File: config.mk
export PLATFORM = sky130hd
export DESIGN_NAME = ft_commit_ctrl
export DESIGN_NICKNAME = d
export VERILOG_FILES = /design/src/rtl/ft_commit_ctrl.sv
export SDC_FILE = /design/constraint.sdc
export NUM_CORES = 1
export LEC_CHECK = 0
export BUFFER_PORTS_ARGS = -buffer_cell sky130_fd_sc_hd__buf_2
export CAP_MARGIN = 10
export CELL_PAD_IN_SITES_DETAIL_PLACEMENT = 0
export CELL_PAD_IN_SITES_GLOBAL_PLACEMENT = 1
export CORE_MARGIN = 2
export CORE_UTILIZATION = 48
export CTS_CLUSTER_DIAMETER = 40
export DETAILED_ROUTE_END_ITERATION = 8
export PLACE_DENSITY = 0.89
export SLEW_MARGIN = 0
export SYNTH_ARGS = -nofsm -noshare
export SYNTH_HDL_FRONTEND = slang
export SYNTH_SLANG_ARGS = --single-unit
export TNS_END_PERCENT = 20
File: constraint.sdc
create_clock -name clk_i -period 2.1 [get_ports clk_i]
set_input_delay 0.21 -clock clk_i [delete_from_list [all_inputs] [get_ports clk_i]]
set_output_delay 0.21 -clock clk_i [all_outputs]
set_load 0.01 [all_outputs]
File: src/rtl/ft_commit_ctrl.sv
// Commit sequencer: holds lockstep-compared GPR writes in a DEPTH-cycle window, squashes it on mismatch
// and issues a replay. Optional macro FT_RETRY_LIMIT_EN adds a consecutive-error limit with a sticky FAIL state.
module ft_commit_ctrl #(
    parameter int ADDR_WIDTH   = 5,
    parameter int DATA_WIDTH   = 32,
    parameter int PC_WIDTH     = 32,
    parameter int DEPTH        = 4,
    parameter int BLOCK_CYCLES = 8,
    parameter int MAX_RETRY    = 3
) (
    input  logic                  clk_i,
    input  logic                  rst_ni,
    input  logic                  wr_valid_i,
    input  logic [ADDR_WIDTH-1:0] wr_addr_i,
    input  logic [DATA_WIDTH-1:0] wr_data_i,
    input  logic [PC_WIDTH-1:0]   wr_pc_i,
    input  logic                  error_i,
    output logic                  sgpr_we_o,
    output logic [ADDR_WIDTH-1:0] sgpr_waddr_o,
    output logic [DATA_WIDTH-1:0] sgpr_wdata_o,
    output logic                  fetch_block_o,
    output logic                  replay_valid_o,
    output logic [PC_WIDTH-1:0]   replay_pc_o,
    output logic [7:0]            err_cnt_o,
    output logic                  fatal_o
);

`ifdef FT_RETRY_LIMIT_EN
    typedef enum logic [1:0] {ST_RUN = 2'd0, ST_FLUSH = 2'd1, ST_BLOCK = 2'd2, ST_FAIL = 2'd3} state_e;
`else
    typedef enum logic [1:0] {ST_RUN = 2'd0, ST_FLUSH = 2'd1, ST_BLOCK = 2'd2} state_e;
`endif

    localparam int BC_W = (BLOCK_CYCLES > 1) ? $clog2(BLOCK_CYCLES) : 1;

    state_e                state_q;
    logic [BC_W-1:0]       blk_cnt_q;
    logic [DEPTH-1:0]      win_vld_q;
    logic [ADDR_WIDTH-1:0] win_addr_q [DEPTH];
    logic [DATA_WIDTH-1:0] win_data_q [DEPTH];
    logic [PC_WIDTH-1:0]   win_pc_q   [DEPTH];
    logic                  sgpr_we_q;
    logic [ADDR_WIDTH-1:0] sgpr_waddr_q;
    logic [DATA_WIDTH-1:0] sgpr_wdata_q;
    logic                  fetch_block_q;
    logic                  replay_valid_q;
    logic [PC_WIDTH-1:0]   replay_pc_q;
    logic [7:0]            err_cnt_q;
    logic [PC_WIDTH-1:0]   replay_pc_d;
    logic                  run_s;
    logic                  err_acc_s;
    logic                  commit_s;

    assign run_s     = (state_q == ST_RUN);
    assign err_acc_s = run_s & error_i;
    assign commit_s  = run_s & win_vld_q[DEPTH-1];

    // Replay target: oldest valid entry surviving the shift-out (slot DEPTH-1 is committed, not replayed).
    always_comb begin
        replay_pc_d = wr_pc_i;
        for (int i = 0; i < DEPTH - 1; i++) begin
            replay_pc_d = win_vld_q[i] ? win_pc_q[i] : replay_pc_d;
        end
    end

`ifdef FT_RETRY_LIMIT_EN
    localparam int RC_W = $clog2(MAX_RETRY + 1);
    logic [RC_W-1:0] retry_q;
    logic [RC_W-1:0] retry_d;
    logic            fatal_q;
    logic            enter_fail_s;

    // Consecutive-error count: any commit restarts it, counting an error on that same edge.
    always_comb begin
        if (commit_s) begin
            retry_d = err_acc_s ? RC_W'(1) : '0;
        end else if (err_acc_s) begin
            retry_d = retry_q + RC_W'(1);
        end else begin
            retry_d = retry_q;
        end
    end

    assign enter_fail_s = err_acc_s & (retry_d >= RC_W'(MAX_RETRY));

    // Retry counter register.
    always_ff @(posedge clk_i or negedge rst_ni) begin
        if (!rst_ni) begin
            retry_q <= '0;
        end else begin
            retry_q <= retry_d;
        end
    end

    assign fatal_o = fatal_q;
`else
    assign fatal_o = 1'b0;
`endif

    // Delay window: shifts in RUN; an error or any non-RUN state empties it.
    always_ff @(posedge clk_i or negedge rst_ni) begin
        if (!rst_ni) begin
            win_vld_q <= '0;
            for (int i = 0; i < DEPTH; i++) begin
                win_addr_q[i] <= '0;
                win_data_q[i] <= '0;
                win_pc_q[i]   <= '0;
            end
        end else if (run_s && !error_i) begin
            for (int i = DEPTH - 1; i > 0; i--) begin
                win_vld_q[i]  <= win_vld_q[i-1];
                win_addr_q[i] <= win_addr_q[i-1];
                win_data_q[i] <= win_data_q[i-1];
                win_pc_q[i]   <= win_pc_q[i-1];
            end
            win_vld_q[0]  <= wr_valid_i & ~error_i;
            win_addr_q[0] <= wr_addr_i;
            win_data_q[0] <= wr_data_i;
            win_pc_q[0]   <= wr_pc_i;
        end else begin
            win_vld_q <= '0;
        end
    end

    // Control FSM with registered outputs.
    always_ff @(posedge clk_i or negedge rst_ni) begin
        if (!rst_ni) begin
            state_q        <= ST_RUN;
            blk_cnt_q      <= '0;
            sgpr_we_q      <= 1'b0;
            sgpr_waddr_q   <= '0;
            sgpr_wdata_q   <= '0;
            fetch_block_q  <= 1'b0;
            replay_valid_q <= 1'b0;
            replay_pc_q    <= '0;
            err_cnt_q      <= 8'd0;
`ifdef FT_RETRY_LIMIT_EN
            fatal_q        <= 1'b0;
`endif
        end else begin
            case (state_q)
                ST_RUN: begin
                    // The entry leaving the window predates any error now present, so it always commits.
                    sgpr_we_q    <= commit_s;
                    sgpr_waddr_q <= win_addr_q[DEPTH-1];
                    sgpr_wdata_q <= win_data_q[DEPTH-1];
                    if (error_i) begin
                        err_cnt_q     <= (err_cnt_q == 8'hFF) ? err_cnt_q : err_cnt_q + 8'd1;
                        fetch_block_q <= 1'b1;
`ifdef FT_RETRY_LIMIT_EN
                        if (enter_fail_s) begin
                            state_q        <= ST_FAIL;
                            fatal_q        <= 1'b1;
                            replay_valid_q <= 1'b0;
                        end else begin
                            state_q        <= ST_FLUSH;
                            replay_valid_q <= 1'b1;
                            replay_pc_q    <= replay_pc_d;
                        end
`else
                        state_q        <= ST_FLUSH;
                        replay_valid_q <= 1'b1;
                        replay_pc_q    <= replay_pc_d;
`endif
                    end else begin
                        state_q        <= ST_RUN;
                        fetch_block_q  <= 1'b0;
                        replay_valid_q <= 1'b0;
                    end
                end
                ST_FLUSH: begin
                    state_q        <= ST_BLOCK;
                    blk_cnt_q      <= BC_W'(BLOCK_CYCLES - 1);
                    sgpr_we_q      <= 1'b0;
                    fetch_block_q  <= 1'b1;
                    replay_valid_q <= 1'b0;
                end
                ST_BLOCK: begin
                    sgpr_we_q      <= 1'b0;
                    replay_valid_q <= 1'b0;
                    if (blk_cnt_q == '0) begin
                        state_q       <= ST_RUN;
                        fetch_block_q <= 1'b0;
                    end else begin
                        blk_cnt_q     <= blk_cnt_q - BC_W'(1);
                        fetch_block_q <= 1'b1;
                    end
                end
`ifdef FT_RETRY_LIMIT_EN
                ST_FAIL: begin
                    sgpr_we_q      <= 1'b0;
                    replay_valid_q <= 1'b0;
                    fetch_block_q  <= 1'b1;
                    fatal_q        <= 1'b1;
                end
`endif
                default: begin
                    state_q        <= ST_RUN;
                    sgpr_we_q      <= 1'b0;
                    fetch_block_q  <= 1'b0;
                    replay_valid_q <= 1'b0;
                end
            endcase
        end
    end

    assign sgpr_we_o      = sgpr_we_q;
    assign sgpr_waddr_o   = sgpr_waddr_q;
    assign sgpr_wdata_o   = sgpr_wdata_q;
    assign fetch_block_o  = fetch_block_q;
    assign replay_valid_o = replay_valid_q;
    assign replay_pc_o    = replay_pc_q;
    assign err_cnt_o      = err_cnt_q;

endmodule

* Word level (Yosys, flattened, before mapping)
Index checks and enable logic that the tools add are counted.
Storage, ports and cells: flip-flop bits (word level) 333, input bits 73, output and inout bits 81, word-level logic and storage cells 54
Operators by class: add/subtract/negate cells 2, eq/ne operators 5, multiplexer cells 14, bitwise logic cells 4, reduce and logical (&&, ||, !) cells 8
Operator list (number):
- 2-to-1 mux 32 bit | 3
- adder 8 x 1 -> 8 bit, second input constant | 1
- equality test 8 bit, second input constant | 1
- case mux 2 bit (3 select lines) | 1
- case mux 3 bit (2 select lines) | 1
- 2-to-1 mux 1 bit | 5
- 2-to-1 mux 4 bit | 1
- != test 2 bit, second input constant | 2
- AND reduction 2 bit | 2
- zero test 3 bit | 1
- 2-to-1 mux 3 bit | 1
- case mux 1 bit (3 select lines) | 1
- AND reduction 3 bit | 1
- subtractor 3 x 1 -> 3 bit, second input constant | 1
- bitwise AND 1 bit | 2
- equality test 2 x 1 -> 1 bit, second input constant | 1
- equality test 2 bit, second input constant | 1
- zero test 2 bit | 1
- 2-to-1 mux 2 bit | 1
- inverter 1 bit | 2
- nonzero test 2 bit | 1
- logical AND 1 bit | 1
- zero test 1 bit | 1

* Longest topological paths before layout
Gate-level depths: netlist of run 1.
word-level depth 3, depth in mapped cells 6, gate-level depth less buffers 5

* Least setup slack after synthesis of run 1
No wires, ideal clock.
path type reg2reg, start point register err_cnt_q[0] (netlist: err_cnt_o[0]), end point register err_cnt_q[1] (netlist: err_cnt_o[1]), data arrival time 1.466 ns, data required time 1.975 ns, path slack 0.509 ns, cell stages (with the launch flop) 5, period minus slack after synthesis 1.591 ns, cell sequence dfrtp_1 ha_1 nand3_1 o21ai_0 mux2_2
Between the ends: word-level cells in the longest chain between the ends 3, elaborated cells on any way between the ends 4, classes of those cells add/sub (1); eq/ne (1); bitwise (1); reduce/logical (1)
Ends and longest elaborated chain:
- from (decl) | line 48 | logic [7:0] err_cnt_q;
- from (signal assigned) | line 148 | err_cnt_q <= (err_cnt_q == 8'hFF) ? err_cnt_q : err_cnt_q + 8'd1;
- parallel branches: the longest is 3 deep, another holds adder 8 x 1 -> 8 bit
Several ways; the timed one is not identified. A chain may end at the register's enable or synchronous reset.

* Worst setup path after layout of run 1
start point register state_q[1], end point register win_pc_q[84] in the netlist's numbering
Between the ends: word-level cells in the longest chain between the ends 2
Ends and longest elaborated chain:
- from (decl) | line 36 | state_e state_q;
- from (signal assigned) | line 128 | state_q <= ST_RUN;
- from (signal assigned) | line 161 | state_q <= ST_FLUSH;
- from (signal assigned) | line 166 | state_q <= ST_RUN;
- zero test 2 bit | line 54 | assign run_s = (state_q == ST_RUN);
- logical AND 1 bit | line 109 | end else if (run_s && !error_i) begin
- to (signal, indexed assignment) | line 114 | win_pc_q[i] <= win_pc_q[i-1];
- to (decl) | line 41 | logic [PC_WIDTH-1:0] win_pc_q [DEPTH];
Every way passes these cells.

==> impl_metrics.tcl, run 1 <==
set metrics [dict create \
    outcome "finished, final reports clean" \
    drt-initial-drc-count 381 \
    initial_core_util_pct 48.8 \
    clock-sinks 333 \
    die_w_um 172 \
    syn_inst 929 \
    clock_latency_ps 520 \
    synth_seq_cells 333 \
    nNetsFinal 1242 \
    grt_pass1_wl_um 42300 \
    synthFlopType "dfrtp_1" \
    grt-ovfl-total 0 \
    drv_slew 0 \
    finalHoldWorstSlack_ps 22.3 \
    powerDensity_nw_per_um2 1540 \
    ir_worst_vdd_mv 0.915 \
    crit_start "state_q[1]$_DFFE_PN0P_" \
    rsz0062_at_grt "no" \
    post_dp_cell_area_um2 14900 \
    hold_depth 2 \
    grt_pass1_vias 8365 \
    drive_gt1_share_pct 48.0 \
    crit_type "flip-flop to flip-flop" \
    r2r_start "state_q[1]$_DFFE_PN0P_" \
    ctsResizeCount 0 \
    min_to "state_q[0]$_DFFE_PN0P_" \
    fin_crit_sh_pct 88.3 \
    timing.final.hold_violations 0 \
    fmax_mhz 539 \
    yosys.cell_types.count 34 \
    finish.instance_area_um2 17000 \
    crit_path_end_kind "flip-flop" \
    cts_tree "done" \
    drc 0 \
    vias 8082 \
    die_y_um 172 \
    r2r-end "win_pc_q[84]$_DFFE_PN0P_" \
    tightest_slew_ps 607 \
    holdCritPathClass "primary input to flip-flop" \
    viasPerCell 5.13 \
    antenna_found_initial 0 \
    setup_viol 0 \
    synth.avg_cell_area_um2 14.6 \
    n_fill_cell 2110 \
    synth_edf_count 0 \
    dp_hpwl_um 15700 \
    arrival_ps 2250 \
    wl_per_cell_um 16.3 \
    clkSlewWorstSetupHoldPaths_ps 60 \
    ff2ff_path_depth 4 \
    gp_congestion 0.762 \
    fin_crit_ps 1860 \
    rows 61 \
    syn-cell-area_um2 13600 \
    synth_fp_nets 1005 \
    critPathMaxFanout 24 \
    drt_first_pass_iters 4 \
    ys_warn_count 0 \
    p_leak_nw 7.28 \
    numCtsBuffers 41 \
    worstHoldStart "error_i" \
    async_flop_share_pct 100 \
    rrSetupSlack_ps 240 \
    h-tree-depth 2 \
    ys_seq_area_share_pct 61.3 \
    drt_wl_total_um 25700 \
    ios 154 \
    fin_tns_setup_ps 0 \
    required_ps 2490 \
    dieArea_um2 29700 \
    grt_usage_pct 17.9 \
    postRouteAntennaNets 0 \
    io_buffers 152 \
    max-slew-margin-rel_pct 59.6 \
    maxCapViolations 0 \
    startpoint_type "flip-flop" \
    skew_ps 18.1 \
    root_buffer "clkbuf_16" \
    core_area_um2 27900 \
    diodes 0 \
    cts_buffer_depth 3 \
    area_delta_synth_final_pct 24.6 \
    grt_start_max_net_pins 72 \
]
[placed cells by master, fill, tap and decap left out, drive strengths merged, types with 5 or more instances in the layout]
cell	Yosys	layout
a31oi	35	35
and2	6	6
buf	50	183
clkbuf	10	51
clkinv	0	5
clkinvlp	0	5
dfrtp	333	333
dlygate4sd3	0	71
inv	6	16
mux2	317	317
nand2	38	38
nand2b	35	35
nor2	34	34
o211ai	33	33
[logic make-up after synthesis]
group,count (synthesis),synth area share (%)
other cells,1,0.0276
buf+inv,66,3.36
flops,333,61.3
xor+xnor,2,0.129
mux,317,26.2
compound gates,77,3.88
fa+ha+maj,3,0.276
simple gates,130,4.81
[area by class of cell]
type | instances | area [um2] | area share [%]
Clock buffer | 51 | 1130 | 6.69
Tap cell | 378 | 473 | 2.79
Clock inverter | 22 | 223 | 1.31
Inverter | 6 | 22.5 | 0.133
Multi-Input combinational cell | 530 | 4820 | 28.5
Timing Repair Buffer | 254 | 1940 | 11.4
Sequential cell | 333 | 8330 | 49.2
[how the worst max path moves through the flow]
| stage | endpoint | slack [ps] | depth (start not counted) |
|---|---|---|---|
| 6_report | win_pc_q[84]$_DFFE_PN0P_ | 240 | 4 |
| 5_1_grt | win_pc_q[84]$_DFFE_PN0P_ | 140 | 4 |
| 4_1_cts | win_pc_q[84]$_DFFE_PN0P_ | 230 | 4 |
| 3_5_place_dp | win_data_q[15]$_DFFE_PN0P_ | 240 | 4 |
| 3_3_place_gp | win_pc_q[52]$_DFFE_PN0P_ | 290 | 4 |
| 2_1_floorplan | err_cnt_o[1]$_DFFE_PN0P_ | 510 | 4 |
[worst max-delay path, cell delays in order, from the launching register on]
cell,delay (ps)
dfrtp_1,550
nor3_4,400
buf_12,230
buf_12,190
mux2_2,350
[flip-flops by register name, summed over array words and instances (netlist names), 3 cells and up]
register      flops
win_pc_q         96
sgpr_wdata_o     32
replay_pc_o      32
win_addr_q       20
win_vld_q         4
sgpr_waddr_o      5
blk_cnt_q         3
err_cnt_o         8
win_data_q      128
[where the power goes]
part	total [W]	internal [W]	leakage [nW]	switching, W
logic	0.00769	0.00464	2.69	0.00305
registers	0.0115	0.00968	3.93	0.00182
clock network	0.00689	0.00414	0.656	0.00274
[synth_stat cells (3+ instances only)]
| master | count | area (um2) |
|---|---|---|
| a31oi_1 | 35 | 219 |
| and2_1 | 6 | 37.5 |
| buf_2 | 22 | 110 |
| buf_4 | 8 | 60.1 |
| buf_6 | 20 | 225 |
| clkbuf_1 | 9 | 33.8 |
| dfrtp_1 | 333 | 8330 |
| ha_1 | 3 | 37.5 |
| inv_1 | 6 | 22.5 |
| mux2_2 | 317 | 3570 |
| nand2_1 | 38 | 143 |
| nand2b_1 | 35 | 219 |
| nand3_1 | 3 | 15.0 |
| nand4_1 | 3 | 18.8 |
| nor2_1 | 34 | 128 |
| nor2b_1 | 3 | 18.8 |
| o211ai_1 | 33 | 248 |
[stage by stage]
step	worst slack, ps	utilization [%]	std cells	total power [W]
global placement	290	53.4	1430	0.0188
detailed placement	242	53.4	1430	0.0193
CTS	233	60.8	1574	0.0264
global route	139	60.8	1574	0.0277
finish	245	60.8	1574	0.0261
floorplan	509	-	929	0.0169
[metal layers]
| layer | vias to the layer above | share of wire (%) | track usage [%] | wire length [um] |
|---|---|---|---|---|
| li1 | 3789 | - | - | - |
| met1 | 4082 | 43 | 23.1 | 11100 |
| met2 | 146 | 50 | 30.1 | 12800 |
| met3 | 65 | 3.8 | 3.16 | 973 |
| met4 | 0 | 3.4 | 7.01 | 864 |
| met5 | - | 0 | 0 | 0 |
[repair_timing]
item,in CTS,in global routing
endpoints found under the setup margin,0,0
hold endpoints to repair,132,0
setup buffers,0,0
hold buffers,71,0
Power figures use the tool's default switching activity.
==> run 2, diff against run 1 <==
- RECOVER_POWER: default -> 100
==> impl_metrics.tcl, run 2 (synthesis results as in run 1) <==
set metrics [dict create \
    reg_top3 "win_data_q x128, win_pc_q x96" \
    pwr-share-comb_pct 28.7 \
    grt_start_max_net_pins 72 \
    power_frac_seq_pct 44.6 \
    dieArea_um2 29700 \
    powerDensity_nw_per_um2 1540 \
    postRouteAntennaNets 0 \
    die_y_um 172 \
    wl_per_cell_um 16.4 \
    viasPerCell 5.14 \
    fin_util_pct 60.1 \
    max-slew-margin-rel_pct 29.1 \
    p_sw_w 0.00762 \
    vias 8095 \
    cp_top_family "buffers and inverters" \
    rows 61 \
    clock-sinks 333 \
    antenna_found_initial 0 \
    fmax_mhz 537 \
    postCtsHoldBufs 71 \
    maxCapViolations 0 \
    clock_latency_ps 520 \
    area_delta_synth_final_pct 23.2 \
    required_ps 2500 \
    h-tree-depth 2 \
    grt_pass1_wl_um 42300 \
    rsz0062_at_grt "no" \
    post_dp_cell_area_um2 14900 \
    fin_tns_setup_ps 0 \
    ff2ff_path_depth 4 \
    mostFrequentLayoutCells "332 x dfrtp_1, 317 x mux2_2, 88 x clkbuf_1" \
    largest_reg_flops 128 \
    ctsResizeCount 0 \
    skew_ps 21.0 \
    clkSlewWorstSetupHoldPaths_ps 60 \
    startpoint_type "flip-flop" \
    n_fill_cell 2164 \
    cp_slowest_cell "dfrtp_1" \
    fin_crit_sh_pct 88.7 \
    grt-ovfl-total 0 \
    p_leak_nw 7.01 \
    intPower_w 0.0182 \
    tightest_slew_ps 1060 \
    cts_buffer_depth 3 \
    switching_share_pct 29.5 \
    ir_worst_vdd_mv 0.900 \
    initial_core_util_pct 48.8 \
    cts_setup_buffers 0 \
    drc 0 \
    fin_crit_ps 1860 \
    gp_congestion 0.762 \
    core_area_um2 27900 \
    max_flop_register "win_data_q" \
    critPathMaxFanout 17 \
    slowest_delay_ps 520 \
    diodes 0 \
    arrival_ps 2260 \
    drt_wl_total_um 25800 \
    grt_usage_pct 17.9 \
    drv_slew 0 \
    holdCritPathClass "primary input to flip-flop" \
    die_w_um 172 \
    min_to "fetch_block_o$_DFF_PN0_" \
    drive_gt1_share_pct 40.8 \
    fin_ws_ps 237 \
    outcome "finished, final reports clean" \
    cts_tree "done" \
    clockPowerShare_pct 26.7 \
    finalHoldWorstSlack_ps 19.2 \
    crit_path_cell_trace "nor3_4 > buf_12 > clkbuf_4 > mux2_2" \
    r2r-end "win_data_q[72]$_DFFE_PN0P_" \
    io_buffers 152 \
    numCtsBuffers 41 \
    dp_hpwl_um 15700 \
    timing.final.hold_violations 0 \
    crit_path_end_kind "flip-flop" \
    hold_depth 3 \
    root_buffer "clkbuf_16" \
    ios 154 \
    pre_cts_ws_ps 242 \
    setup_viol 0 \
    crit_type "flip-flop to flip-flop" \
    path_buf_inv 2 \
    drt_first_pass_iters 4 \
    rrSetupSlack_ps 240 \
    r2r_start "state_q[1]$_DFFE_PN0P_" \
    final_common_cell "dfrtp_1" \
    worstHoldStart "error_i" \
    finish.instance_area_um2 16800 \
    nNetsFinal 1242 \
    drt-initial-drc-count 387 \
    grt_pass1_vias 8365 \
]
==> run 2: changes by cell type in the layout (fill, tap and decap cells not counted), sizes merged <==
cell    before  now
buf        183   90
clkbuf      51  144
==> run 2: per-layer routing <==
layer / vias to the layer above / track usage (%) / wire length (um)
met5: - / 0 / 0
met4: 0 / 7.01 / 842
met3: 63 / 3.16 / 1030
met2: 153 / 30.1 / 12800
met1: 4097 / 23.1 / 11100
li1: 3782 / - / -
==> run 2: per-stage QoR <==
step	total power [W]	instances
2_1_floorplan	0.0169	929
3_3_place_gp	0.0188	1430
3_5_place_dp	0.0193	1430
4_1_cts	0.0264	1574
5_1_grt	0.0275	1574
6_report	0.0258	1574
==> run 2: worst max path at each step <==
stage | from | endpoint | slack (ps) | cells past startpoint
2_1_floorplan | err_cnt_o[0]$_DFFE_PN0P_ | err_cnt_o[1]$_DFFE_PN0P_ | 510 | 4
3_3_place_gp | state_q[1]$_DFFE_PN0P_ | win_pc_q[52]$_DFFE_PN0P_ | 290 | 4
3_5_place_dp | state_q[1]$_DFFE_PN0P_ | win_data_q[15]$_DFFE_PN0P_ | 240 | 4
4_1_cts | state_q[1]$_DFFE_PN0P_ | win_pc_q[84]$_DFFE_PN0P_ | 230 | 4
5_1_grt | state_q[1]$_DFFE_PN0P_ | err_cnt_o[6]$_DFFE_PN0P_ | 80 | 4
6_report | state_q[1]$_DFFE_PN0P_ | win_data_q[72]$_DFFE_PN0P_ | 240 | 4
==> run 2: power by group through the flow <==
stage	logic, W	clock network [W]	registers, W
4_1_cts	0.00782	0.00707	0.0115
2_1_floorplan	0.00553	0	0.0113
3_3_place_gp	0.00740	0	0.0114
6_report	0.00742	0.00689	0.0115
5_1_grt	0.00817	0.00735	0.0120
3_5_place_dp	0.00766	0	0.0116
==> run 2: tightest hold or removal path: stages <==
cell	delay, ps
buf_2	140
nand2_1	60
nand3_1	70
==> run 2: final cells by class <==
cell class                      count  area (um2)  share of cell area (%)
Clock inverter                     22         223                    1.33
Clock buffer                       51        1130                    6.77
Timing Repair Buffer              254        1750                    10.4
Sequential cell                   333        8330                    49.8
Tap cell                          378         473                    2.82
Inverter                            6        22.5                   0.134
Multi-Input combinational cell    530        4820                    28.8
